### src/rtl/core_pkg.sv
// core_pkg: shared fetch types and constants
package core_pkg;
  localparam int XLEN = 32;
  localparam logic [XLEN-1:0] NOP_INSTR = 32'h0000_0013;
  typedef enum logic {BOOT, FETCH} fetch_state_t;
endpackage

### src/rtl/fetch_unit_if.sv
// fetch_unit_if: instruction memory request/response bus
interface fetch_unit_if;
  import core_pkg::*;
  logic req;
  logic gnt;
  logic [XLEN-1:0] addr;
  logic rvalid;
  logic [XLEN-1:0] rdata;
  modport master (output req, addr, input gnt, rvalid, rdata);
  modport slave (input req, addr, output gnt, rvalid, rdata);
endinterface

### src/rtl/fetch_fifo.sv
// fetch_fifo: synchronous FIFO with flush and occupancy count
module fetch_fifo #(
  parameter int W = 32,
  parameter int DEPTH = 2
) (
  input  logic clk,
  input  logic rst,
  input  logic flush,
  input  logic push,
  input  logic pop,
  input  logic [W-1:0] din,
  output logic [W-1:0] dout,
  output logic [$clog2(DEPTH):0] count
);
  localparam int AW = $clog2(DEPTH);
  localparam int CW = AW + 1;
  logic [W-1:0] mem [DEPTH];
  logic [AW-1:0] rd, wr;
  logic take;
  assign take = pop && count != 0;
  assign dout = mem[rd];
  // storage is not reset; the count alone decides what is valid
  always_ff @(posedge clk)
    if (push && !flush) mem[wr] <= din;
  // pointers and count; flush empties the queue and drops a same-cycle push
  always_ff @(posedge clk or posedge rst)
    if (rst) begin
      rd <= '0;
      wr <= '0;
      count <= '0;
    end else if (flush) begin
      rd <= '0;
      wr <= '0;
      count <= '0;
    end else begin
      wr <= push ? wr + 1'b1 : wr;
      rd <= take ? rd + 1'b1 : rd;
      count <= count + CW'(push) - CW'(take);
    end
  overflow: assert property (@(posedge clk) disable iff (rst)
    !(push && !flush && !take && count == CW'(DEPTH)));
endmodule

### src/rtl/fetch_unit.sv
// fetch_unit: PC owner, imem requester and in-order instruction buffer (option FETCH_PERF_EN adds perf counters)
module fetch_unit
  import core_pkg::*;
#(
  parameter logic [XLEN-1:0] RESET_PC = 32'h0000_0000,
  parameter int FIFO_DEPTH = 2
) (
  input  logic clk,
  input  logic rst,
  fetch_unit_if.master imem,
  input  logic redirect,
  input  logic [XLEN-1:0] redirect_pc,
  output logic instr_valid,
  input  logic instr_ready,
  output logic [XLEN-1:0] instr,
  output logic [XLEN-1:0] instr_pc,
  output logic misalign
`ifdef FETCH_PERF_EN
  ,
  output logic [31:0] perf_fetched,
  output logic [31:0] perf_killed
`endif
);
  localparam int CW = $clog2(FIFO_DEPTH) + 1;
  fetch_state_t state;
  logic [XLEN-1:0] pc, pc_tag;
  logic [CW-1:0] outstanding, fifo_count, kill;
  logic [CW:0] credit;
  logic [2*XLEN-1:0] head;
  logic issue, push, pop;
  assign credit = {1'b0, outstanding} + {1'b0, fifo_count};
  assign imem.req = state == FETCH && credit < (CW+1)'(FIFO_DEPTH) && !redirect;
  assign imem.addr = pc;
  assign issue = imem.req && imem.gnt;
  assign push = imem.rvalid && kill == 0 && !redirect;
  assign instr_valid = fifo_count != 0;
  assign pop = instr_valid && instr_ready;
  assign instr = instr_valid ? head[2*XLEN-1:XLEN] : NOP_INSTR;
  assign instr_pc = instr_valid ? head[XLEN-1:0] : RESET_PC;
  fetch_fifo #(.W(XLEN), .DEPTH(FIFO_DEPTH)) addr_q (
    .clk(clk), .rst(rst), .flush(1'b0), .push(issue), .pop(imem.rvalid),
    .din(pc), .dout(pc_tag), .count(outstanding)
  );
  fetch_fifo #(.W(2*XLEN), .DEPTH(FIFO_DEPTH)) instr_q (
    .clk(clk), .rst(rst), .flush(redirect), .push(push), .pop(pop),
    .din({imem.rdata, pc_tag}), .dout(head), .count(fifo_count)
  );
  // FSM, PC and kill count; redirect wins and kills whatever stays in flight
  always_ff @(posedge clk or posedge rst)
    if (rst) begin
      state <= BOOT;
      pc <= RESET_PC;
      kill <= '0;
      misalign <= 1'b0;
    end else begin
      state <= FETCH;
      misalign <= redirect && redirect_pc[1:0] != 2'b00;
      pc <= redirect ? {redirect_pc[XLEN-1:2], 2'b00} : issue ? pc + 32'd4 : pc;
      kill <= redirect ? outstanding - CW'(imem.rvalid) : (imem.rvalid && kill != 0) ? kill - 1'b1 : kill;
    end
`ifdef FETCH_PERF_EN
  logic [CW:0] killed_now;
  logic [32:0] f_sum, k_sum;
  // words lost this cycle: flushed entries plus a dropped or killed response
  always_comb begin
    killed_now = redirect ? {1'b0, fifo_count} - (CW+1)'(pop) + (CW+1)'(imem.rvalid)
                          : (CW+1)'(imem.rvalid && kill != 0);
    f_sum = {1'b0, perf_fetched} + 33'(push);
    k_sum = {1'b0, perf_killed} + 33'(killed_now);
  end
  // saturating performance counters
  always_ff @(posedge clk or posedge rst)
    if (rst) begin
      perf_fetched <= '0;
      perf_killed <= '0;
    end else begin
      perf_fetched <= f_sum[32] ? '1 : f_sum[31:0];
      perf_killed <= k_sum[32] ? '1 : k_sum[31:0];
    end
`endif
endmodule

### src/flat_wrapper.sv
// flat-port wrapper written by rule: the top's interface ports become plain ports
module fetch_unit_flat import core_pkg::*;
#(
  parameter logic [XLEN-1:0] RESET_PC = 32'h0000_0000,
  parameter int FIFO_DEPTH = 2
)
  (clk, rst, redirect, redirect_pc, instr_valid, instr_ready, instr, instr_pc, misalign, imem_req, imem_addr, imem_gnt, imem_rvalid, imem_rdata);
  fetch_unit_if imem_i ();
  input  logic clk;
  input  logic rst;
  input  logic redirect;
  input  logic [XLEN-1:0] redirect_pc;
  output logic instr_valid;
  input  logic instr_ready;
  output logic [XLEN-1:0] instr;
  output logic [XLEN-1:0] instr_pc;
  output logic misalign;
  output wire logic [$bits(imem_i.req)-1:0] imem_req;
  output wire logic [$bits(imem_i.addr)-1:0] imem_addr;
  input wire logic [$bits(imem_i.gnt)-1:0] imem_gnt;
  input wire logic [$bits(imem_i.rvalid)-1:0] imem_rvalid;
  input wire logic [$bits(imem_i.rdata)-1:0] imem_rdata;
  assign imem_req = imem_i.req;
  assign imem_addr = imem_i.addr;
  assign imem_i.gnt = imem_gnt;
  assign imem_i.rvalid = imem_rvalid;
  assign imem_i.rdata = imem_rdata;
  fetch_unit #(.RESET_PC(RESET_PC), .FIFO_DEPTH(FIFO_DEPTH)) u_core (.clk(clk), .rst(rst), .imem(imem_i), .redirect(redirect), .redirect_pc(redirect_pc), .instr_valid(instr_valid), .instr_ready(instr_ready), .instr(instr), .instr_pc(instr_pc), .misalign(misalign));
endmodule
### config.mk
export PLATFORM = sky130hd
export DESIGN_NAME = fetch_unit_flat
export DESIGN_NICKNAME = d
export VERILOG_FILES = /design/src/rtl/core_pkg.sv /design/src/rtl/fetch_unit_if.sv /design/src/rtl/fetch_fifo.sv /design/src/rtl/fetch_unit.sv /design/src/flat_wrapper.sv
export SDC_FILE = /design/constraint.sdc
export NUM_CORES = 1
export LEC_CHECK = 0
export ABC_CLOCK_PERIOD_IN_PS = 13500
export CORE_MARGIN = 2
export CORE_UTILIZATION = 30
export DETAILED_ROUTE_END_ITERATION = 8
export HOLD_SLACK_MARGIN = 0.06
export SLEW_MARGIN = 0
export SYNTH_ARGS = -nofsm -noshare
export SYNTH_HDL_FRONTEND = slang
export SYNTH_SLANG_ARGS = --single-unit
export TNS_END_PERCENT = 20
### constraint.sdc
create_clock -name clk -period 13.5 [get_ports clk]
set_clock_uncertainty 0.05 [all_clocks]
set_input_delay 3.375 -clock clk [delete_from_list [all_inputs] [get_ports clk]]
set_output_delay 3.375 -clock clk [all_outputs]
set_load 0.01 [all_outputs]
; ---- Word level (Yosys, flattened, before mapping)
; Memories as Yosys holds them, arrays and structs flattened.
; Cells that the tools add are included.
[word_totals]
regBits = 44
mem_bits_rw = 192
inputBits = 70
output_inout_bits = 99
n_memories = 2
[classes]
add_sub_neg = 12
magnitude_cmp = 1
mux = 15
n_reduce_logical = 21
[memory_table]
columns = name, words, width, rd, rd_ports_with_merged_regs, wr, line_no
row1 = u_core.instr_q.mem, 2, 64, 1, 0, 1, fetch_fifo.sv:17  ; logic [W-1:0] mem [DEPTH];
row2 = u_core.addr_q.mem, 2, 32, 1, 0, 1, fetch_fifo.sv:17
[ops]
columns = operator, count
row1 = 32-bit two-way mux, 4
row2 = 32-bit by 3-bit adder with 32-bit output (second input constant), 1
row3 = 2-bit nonzero test, 8
row4 = 1-bit logical AND, 11
row5 = 1-bit two-way mux, 8
row6 = 2-bit two-way mux, 3
row7 = 2-bit by 1-bit subtractor with 2-bit output, 3
row8 = 1-bit adder (second input constant), 4
row9 = 2-bit by 1-bit adder with 2-bit output, 2
row10 = 2-bit by 2-bit adder with 3-bit output, 1
row11 = 3-bit by 2-bit < comparator with 1-bit output (second input constant), 1
row12 = 2-bit logical NOT, 1
row13 = 2-bit by 1-bit subtractor with 2-bit output (second input constant), 1
row14 = 1-bit logical NOT, 1

; ---- Longest topological paths before layout
; Gate-level depths: netlist of run 1.
[logic_depth]
ltp_word = 7
ltp_mapped = 9
ltp_nobuf = 9

; ---- Modules after synthesis
; A second synthesis of run 1 with hierarchy kept.
[unflattened]
cells_unflattened = 655
hier_area_um2 = 9960.8
[modules_own_cells]
columns = mod, instances, cells_per_inst, area_per_inst_um2
row1 = fetch_fifo at u_core.instr_q, 1, 219, 4857.2
row2 = fetch_fifo at u_core.addr_q, 1, 120, 2565.0
row3 = fetch_unit, 1, 316, 2538.7

; ---- Worst setup path after synthesis of run 1
; Ideal clock, no wire load.
[synth_path]
kind = input port to flip-flop
from = input port redirect
to = memory u_core.instr_q.mem[0][10] in the netlist's numbering (enable)
arrival_ps = 8255
required_time_ps = 12892
slack_ps = 4637
path_stages = 4
path_buffers = 3
path_cell_list = clkbuf_1 > clkbuf_1 > clkbuf_1 > nor3_1
[synth_between]
elab_chain_len = 5
[synth_rtl]
columns = item, line_no
row1 = "start, declared", flat_wrapper.sv:11  ; input logic redirect;
row2 = 1-bit logical NOT (*), "fetch_fifo.sv:24, fetch_unit.sv:35"
row3 = 1-bit logical AND, fetch_unit.sv:35  ; assign push = imem.rvalid && kill == 0 && !redirect;
row4 = 1-bit logical AND (*), fetch_fifo.sv:24  ; if (push && !flush) mem[wr] <= din;
row5 = 1-bit two-way mux (*), fetch_fifo.sv:24
row6 = 1-bit two-way mux (not written as such) (*), fetch_fifo.sv:24
row7 = "end, declared", fetch_fifo.sv:17
; Every way passes the cells marked *; elsewhere a longest branch is shown, timed or not.

; ---- Worst setup path in the final report of run 1
[layout_path]
from = input port redirect
to = output port imem_req
[layout_between]
elab_chain_len = 2
[layout_rtl]
columns = item, line_no
row1 = 1-bit logical NOT, fetch_unit.sv:32  ; assign imem.req = state == FETCH && credit < (CW+1)'(FIFO_DEPTH) && !redirect;
row2 = 1-bit logical AND, fetch_unit.sv:32
row3 = "end, declared", flat_wrapper.sv:18  ; output wire logic [$bits(imem_i.req)-1:0] imem_req;
; Every way passes these cells.

==> results of run 1 <==
## layout make-up
cell class,instances,area share [%]
Clock buffer,34,5.91
Clock inverter,14,1.07
Inverter,13,0.400
Multi-Input combinational cell,366,20.8
Sequential cell,226,53.9
Tap cell,396,4.06
Timing Repair Buffer,172,13.9
## cells by family (layout without fill, tap and decap cells)
group,after synthesis,in the layout
mux,95,95
xor+xnor,22,22
fa+ha+maj,8,8
flops,226,226
compound gates,41,41
buf+inv,45,233
simple gates,195,195
other cells,2,5
## metal layers
metal | part of all wire, % | global-route usage (%) | vias up
met5 | 0 | 0 | -
met4 | 2.3 | 3.87 | 0
met3 | 5.1 | 2.27 | 31
met2 | 47 | 21.7 | 152
met1 | 46 | 17.2 | 2761
li1 | - | - | 2694
## power breakdown
group	leakage [nW]	switching (mW)	internal (mW)
combinational	1.53	0.238	0.256
sequential	2.17	0.0793	0.847
clock	0.408	0.270	0.415
## registers in the layout, summed over array words and instances, names as in the netlist
register / flops
u_core.addr_q.count: 2
u_core.addr_q.mem: 60
u_core.addr_q.rd: 1
u_core.addr_q.wr: 1
u_core.imem.addr: 30
u_core.instr_q.count: 2
u_core.instr_q.mem: 124
u_core.instr_q.rd: 1
u_core.instr_q.wr: 1
u_core.kill: 2
u_core.misalign: 1
u_core.state: 1
## per-stage QoR
| stage | instance area [um^2] | setup WS, ns |
|---|---|---|
| final | 12200 | 5.10 |
| after global routing | 12200 | 4.99 |
| after CTS | 12200 | 5.09 |
| after detailed placement | 11400 | 5.11 |
| after global placement | 11400 | 5.18 |
| after floorplan | 9280 | 4.64 |
## how the worst min path moves through the flow
stage,from,endpoint,slack (ns),cells after the start
2_1_floorplan,u_core.addr_q.wr$_DFFE_PP0P_,u_core.addr_q.wr$_DFFE_PP0P_,0.41,1
3_3_place_gp,u_core.addr_q.wr$_DFFE_PP0P_,u_core.addr_q.wr$_DFFE_PP0P_,0.46,1
3_5_place_dp,u_core.addr_q.wr$_DFFE_PP0P_,u_core.addr_q.wr$_DFFE_PP0P_,0.45,1
4_1_cts,u_core.addr_q.wr$_DFFE_PP0P_,u_core.addr_q.wr$_DFFE_PP0P_,0.46,1
5_1_grt,u_core.addr_q.wr$_DFFE_PP0P_,u_core.addr_q.wr$_DFFE_PP0P_,0.47,1
6_report,u_core.addr_q.wr$_DFFE_PP0P_,u_core.addr_q.wr$_DFFE_PP0P_,0.45,1
## synthesized netlist by cell type (2+ instances only)
cell type	count	share of area (%)
nor2_1	77	3.1
nor4bb_1	2	0.22
or3_1	4	0.27
inv_1	13	0.53
xnor2_1	14	1.3
a21oi_1	2	0.11
o211ai_1	9	0.73
nand4_1	9	0.61
and2_1	2	0.13
buf_1	8	0.32
xor2_1	8	0.76
dfrtp_1	42	11
nor2b_1	2	0.13
nand2_1	45	1.8
buf_4	4	0.32
and4_1	2	0.19
conb_1	2	0.081
a211o_1	2	0.19
o21ai_0	17	0.92
ha_1	7	0.95
a31oi_1	3	0.20
edfxtp_1	184	60
o311ai_0	2	0.19
o31ai_1	3	0.24
nand3_1	16	0.86
nor4_1	6	0.41
mux2i_1	63	6.8
or4_1	15	1.2
or2_2	2	0.13
clkbuf_1	19	0.77
nor3_1	5	0.27
nand4_2	2	0.27
mux2_2	32	3.9
## worst max-delay path, delay by kind of cell
kind / cells / cell delay [ns]
buf+inv: 3 / 1.02
simple gates: 1 / 0.57
## cell usage in the layout (no fill, tap or decap), types with 3 or more instances in the layout
cell type	synthesis	layout
or4_1	15	15
nor4_1	6	6
mux2i_1	63	63
edfxtp_1	184	184
nor3_1	5	4
dfrtp_1	42	40
o211ai_1	9	9
o31ai_1	3	3
clkbuf_16	0	27
or3_1	4	4
a31oi_1	3	3
o21ai_0	17	17
clkinv_2	0	3
clkinvlp_4	0	3
nor2_1	77	75
ha_1	7	7
conb_1	2	5
xor2_1	8	8
clkdlybuf4s50_1	0	163
clkinv_1	0	4
mux2_2	32	32
nand4_1	9	9
nand3_1	16	16
nand2_1	45	45
inv_1	13	12
xnor2_1	14	14
clkbuf_1	19	5
buf_4	4	8
==> results by group, run 1 <==
Run status
  – Status: complete, no violations

Synthesis
  – Mapped Cells: 634
  – Mux share of post-synthesis cell area: 10.7%
  – Main synth FF type: edfxtp_1
  – Yosys reg bits: 226
  – Yosys warning count: 0
  – Fraction of registers with async set/reset: 18.6%
  – Complex-gate fraction of the synthesized area: 2.85%
  – Area share of xor/xnor cells in the synthesized design: 2.08%
  – Simple-gate portion of the synthesized area: 10.2%
  – Number of synthesized flops with an enable pin: 184
  – Mapped Avg Cell Area: 14.6 um^2
  – Count of cell types in the netlist: 44
  – Post-Synth Adder-Cell Area: 1.16%
  – Seq/Total Area, Yosys: 71.0%
  – Combinational family with the most area after synthesis: multiplexers
  – Post-synthesis instance area: 9270 um^2

Critical path
  – CP Capture Type: primary output
  – CP Launch Point: redirect
  – CP cell instances: buf_2 -> buf_4 -> nor4b_1 -> clkdlybuf4s50_1
  – Worst stage delay on the critical path: 0.64 ns
  – Required time worst endpoint: 10.07 ns
  – R2R Path End: u_core.imem.addr[21]$_DFFE_PP0P_
  – R2R depth: 7
  – R2R Setup Slk: 10.20 ns
  – Critical-path top delay cell: clkdlybuf4s50_1
  – CP max FO: 60
  – Worst Setup EP: imem_req
  – Critical Path AT: 4.97 ns
  – Critical path type: in2out
  – R2R Path Start: u_core.instr_q.count[0]$_DFF_PP0_
  – Worst setup SP type: input port

Clock tree
  – Sink Count: 226
  – Cts repair resizes: 0
  – Clock transition at the registers of the reported paths: 0.05 ns
  – Clock Path Buffers: 3
  – TritonCTS buffer count: 26
  – CTS tree: done
  – H-tree Lvls: 1
  – Clk Latency, worst-skew pair: 0.52 ns
  – Post-CTS setup buffers: 0
  – # hold bufs at CTS: 0
  – Clock root buffer: clkbuf_16

Layout
  – Final core occ: 40.0%
  – Footprint of the multi-input gates: 2530 um^2
  – Final Non-Filler Cells: 1221
  – Synthesis-to-layout area growth: 31.7%
  – # fillers: 2892
  – Final #Nets: 883
  – # diodes: 0
  – Sequential cell area: 6580 um^2
  – Layout cells sized above 1: 11.2%

STA
  – Final clock period utilization by the worst path: 62.2%
  – Hold_ws: 0.451 ns
  – Setup TNS: 0 ns
  – Post-route minimum period: 8.40 ns
  – Fmax achieved: 0.119 GHz
  – Setup repair after global routing missed its margin: no
  – Relative slew margins: 35.2%
  – Setup violators final: 0
  – Hold Vio Cnt, Final: 0
  – Slew @ Worst Pin: 0.972 ns
  – Final slew viol count: 0

Placed design
  – Placed cells: 1173
  – RD Place Congestion: 0.726
  – Hpwl dp: 13300 um
  – Port bufs: 164

Power and ir drop
  – Peak VDD IR: 0.102 mV
  – Power per standard cell area: 172 nW/um^2
  – Pleak: 4.11 nW
  – Overall power: 2.10 mW

Detailed routing
  – # DRC: 0
  – Routed len/inst: 17.6 um
  – Initial drt markers: 351
  – Total Routed Length: 21400 um
  – TritonRoute pass-1 iters: 4
  – Total number of vias: 5638
  – ANT nets after route: 0
  – Avg Vias per Cell: 4.62

GRT
  – Total gr overflow: 0
  – Initial antenna violation count: 0
  – Global-route wire length before repair: 32700 um
  – Number of global-route vias before repair: 5478
  – Largest net degree at the start of global routing: 63
  – Gr usage total: 12.9%

Worst hold path
  – Worst min path class: reg2reg

Floorplanning
  – Die height: 180 um
  – Initial Util: 30.4%
  – Die Width: 180 um
  – # IOs: 169
  – Die ar.: 32300 um^2
  – Core area: 30500 um^2
  – Row count: 64

Run
  – Max Cap Viol: 0
Note: power is estimated with default switching activity, not from simulation.
==> run 2: changes to the inputs <==
Settings changed: ABC_CLOCK_PERIOD_IN_PS 13500 to 8150.
Clock period 13.5 ns to 8.15 ns, I/O delays scaled along.
==> run 2 against run 1 <==
- cell count unchanged
- first-iteration DRC count decreased by 5.1%
- sequential power increased by 65%
- die area unchanged
- power increased by 68%
- worst setup slack got worse by 2.6 ns
==> results by group, run 2 (synthesized netlist as in run 1, its figures left out) <==
STA
  – Relative slew margins: 37.0% (was 35.2%)
  – Final clock period utilization by the worst path: 69.9%
  – Post-route minimum period: 5.70 ns
  – Fmax achieved: 0.175 GHz
  – Final slew viol count: 0 (unchanged)
  – Hold Vio Cnt, Final: 0 (unchanged)
  – Setup TNS: 0 ns (unchanged)
  – Setup violators final: 0 (unchanged)
  – Setup repair after global routing missed its margin: no (unchanged)
  – Slew @ Worst Pin: 0.944 ns (was 0.972 ns)
  – Hold_ws: 0.461 ns (was 0.451 ns)

Clock tree
  – Sink Count: 226 (unchanged)
  – TritonCTS buffer count: 26 (unchanged)
  – Cts repair resizes: 0 (unchanged)
  – CTS tree: done (unchanged)
  – Post-CTS setup buffers: 0 (unchanged)
  – H-tree Lvls: 1 (unchanged)
  – # hold bufs at CTS: 0 (unchanged)
  – Clock root buffer: clkbuf_16 (unchanged)
  – Clock transition at the registers of the reported paths: 0.06 ns (was 0.05 ns)
  – Clock Path Buffers: 3 (unchanged)
  – Clk Latency, worst-skew pair: 0.51 ns (was 0.52 ns)

Placed design
  – RD Place Congestion: 0.714 (was 0.726)
  – Hpwl dp: 13700 um (was 13300 um)
  – Port bufs: 164 (unchanged)

Critical path
  – CP Capture Type: primary output (unchanged)
  – Critical Path AT: 3.61 ns (was 4.97 ns)
  – Worst setup SP type: input port (unchanged)
  – CP Launch Point: redirect (unchanged)
  – Critical path type: in2out (unchanged)
  – Required time worst endpoint: 6.06 ns (was 10.07 ns)
  – Worst Setup EP: imem_req (unchanged)
  – R2R Path Start: u_core.instr_q.count[0]$_DFF_PP0_ (unchanged)
  – R2R Path End: u_core.imem.addr[21]$_DFFE_PP0P_ (unchanged)
  – R2R depth: 7 (unchanged)
  – CP max FO: 60 (unchanged)
  – R2R Setup Slk: 4.82 ns (was 10.20 ns)

Layout
  – Most frequent cells in the layout: 184 x edfxtp_1, 163 x clkdlybuf4s50_1, 75 x nor2_1 (unchanged)
  – Final #Nets: 883 (unchanged)
  – Leading cell type in the layout, fill and taps excluded: edfxtp_1 (unchanged)
  – # diodes: 0 (unchanged)
  – Synthesis-to-layout area growth: 32.0% (was 31.7%)
  – Max FFs per register: 124 (unchanged)
  – Largest reg by FF count: u_core.instr_q.mem (unchanged)
  – Layout cells sized above 1: 10.8% (was 11.2%)

Floorplanning
  – Die height: 180 um (unchanged)
  – Row count: 64 (unchanged)
  – Core area: 30500 um^2 (unchanged)
  – Die ar.: 32300 um^2 (unchanged)
  – Initial Util: 30.4% (unchanged)
  – # IOs: 169 (unchanged)
  – Die Width: 180 um (unchanged)

Worst hold path
  – HP Start: u_core.addr_q.wr$_DFFE_PP0P_ (unchanged)
  – Worst min path class: reg2reg (unchanged)

Detailed routing
  – Routed len/inst: 17.6 um (about the same)
  – TritonRoute pass-1 iters: 5 (was 4)
  – # DRC: 0 (unchanged)
  – Total number of vias: 5687 (was 5638)
  – Avg Vias per Cell: 4.66 (was 4.62)
  – Total Routed Length: 21500 um (was 21400 um)
  – Initial drt markers: 333 (was 351)
  – ANT nets after route: 0 (unchanged)

GRT
  – Global-route wire length before repair: 32600 um (was 32700 um)
  – Gr usage total: 12.9% (about the same)
  – Largest net degree at the start of global routing: 63 (unchanged)
  – Initial antenna violation count: 0 (unchanged)
  – Number of global-route vias before repair: 5443 (was 5478)
  – Total gr overflow: 0 (unchanged)

Run status
  – Status: complete, no violations (unchanged)

Power and ir drop
  – Power per standard cell area: 289 nW/um^2 (was 172 nW/um^2)
  – Pleak: 4.13 nW (was 4.11 nW)
  – Peak VDD IR: 0.154 mV (was 0.102 mV)

Run
  – Max Cap Viol: 0 (unchanged)
-- run 2: area by class of cell --
| class | count | area, um^2 |
|---|---|---|
| flip-flops and latches | 226 | 6580 |
| clock buffers | 36 | 719 |
| fillers | 2854 | 18300 |
| inverters | 13 | 48.8 |
| repair buffers | 172 | 1700 |
| multi-input cells | 366 | 2530 |
| clock inverters | 12 | 161 |
| well taps | 396 | 495 |
-- run 2: worst min path at each step --
| stage | cells past startpoint | slack (ns) | endpoint |
|---|---|---|---|
| after global routing | 1 | 0.50 | u_core.addr_q.wr$_DFFE_PP0P_ |
| after detailed placement | 1 | 0.45 | u_core.addr_q.wr$_DFFE_PP0P_ |
| after CTS | 1 | 0.46 | u_core.addr_q.wr$_DFFE_PP0P_ |
| after global placement | 1 | 0.46 | u_core.addr_q.wr$_DFFE_PP0P_ |
| final | 1 | 0.46 | u_core.addr_q.wr$_DFFE_PP0P_ |
| after floorplan | 1 | 0.41 | u_core.addr_q.wr$_DFFE_PP0P_ |
-- run 2: layer usage --
| layer | vias up | global-route usage, % | wire [um] |
|---|---|---|---|
| met5 | - | 0 | 0 |
| met4 | 0 | 4.20 | 541 |
| met3 | 32 | 2.67 | 1320 |
| met2 | 187 | 21.1 | 10100 |
| met1 | 2770 | 17.0 | 9560 |
| li1 | 2698 | - | - |
-- run 2: worst max-delay path, stage by stage --
cell	delay (ns)
buf_2	0.09
buf_4	0.30
nor4b_1	0.54
clkdlybuf4s50_1	0.63
-- run 2: power breakdown --
group	internal, mW	switching (mW)	leakage [nW]
logic	0.425	0.397	1.53
clock network	0.742	0.443	0.425
registers	1.40	0.129	2.17
-- run 2: per-stage QoR --
stage / power [mW] / setup WS, ns / std cells / util [%] / instance area (um^2)
3_5_place_dp: 2.39 / 2.46 / 1173 / 37.2 / 11400
3_3_place_gp: 2.38 / 2.51 / 1173 / 37.2 / 11400
6_report: 3.54 / 2.45 / 1221 / 40.1 / 12200
2_1_floorplan: 1.98 / 0.624 / 637 / - / 9280
5_1_grt: 3.71 / 2.34 / 1221 / 40.1 / 12200
4_1_cts: 3.59 / 2.44 / 1221 / 40.1 / 12200
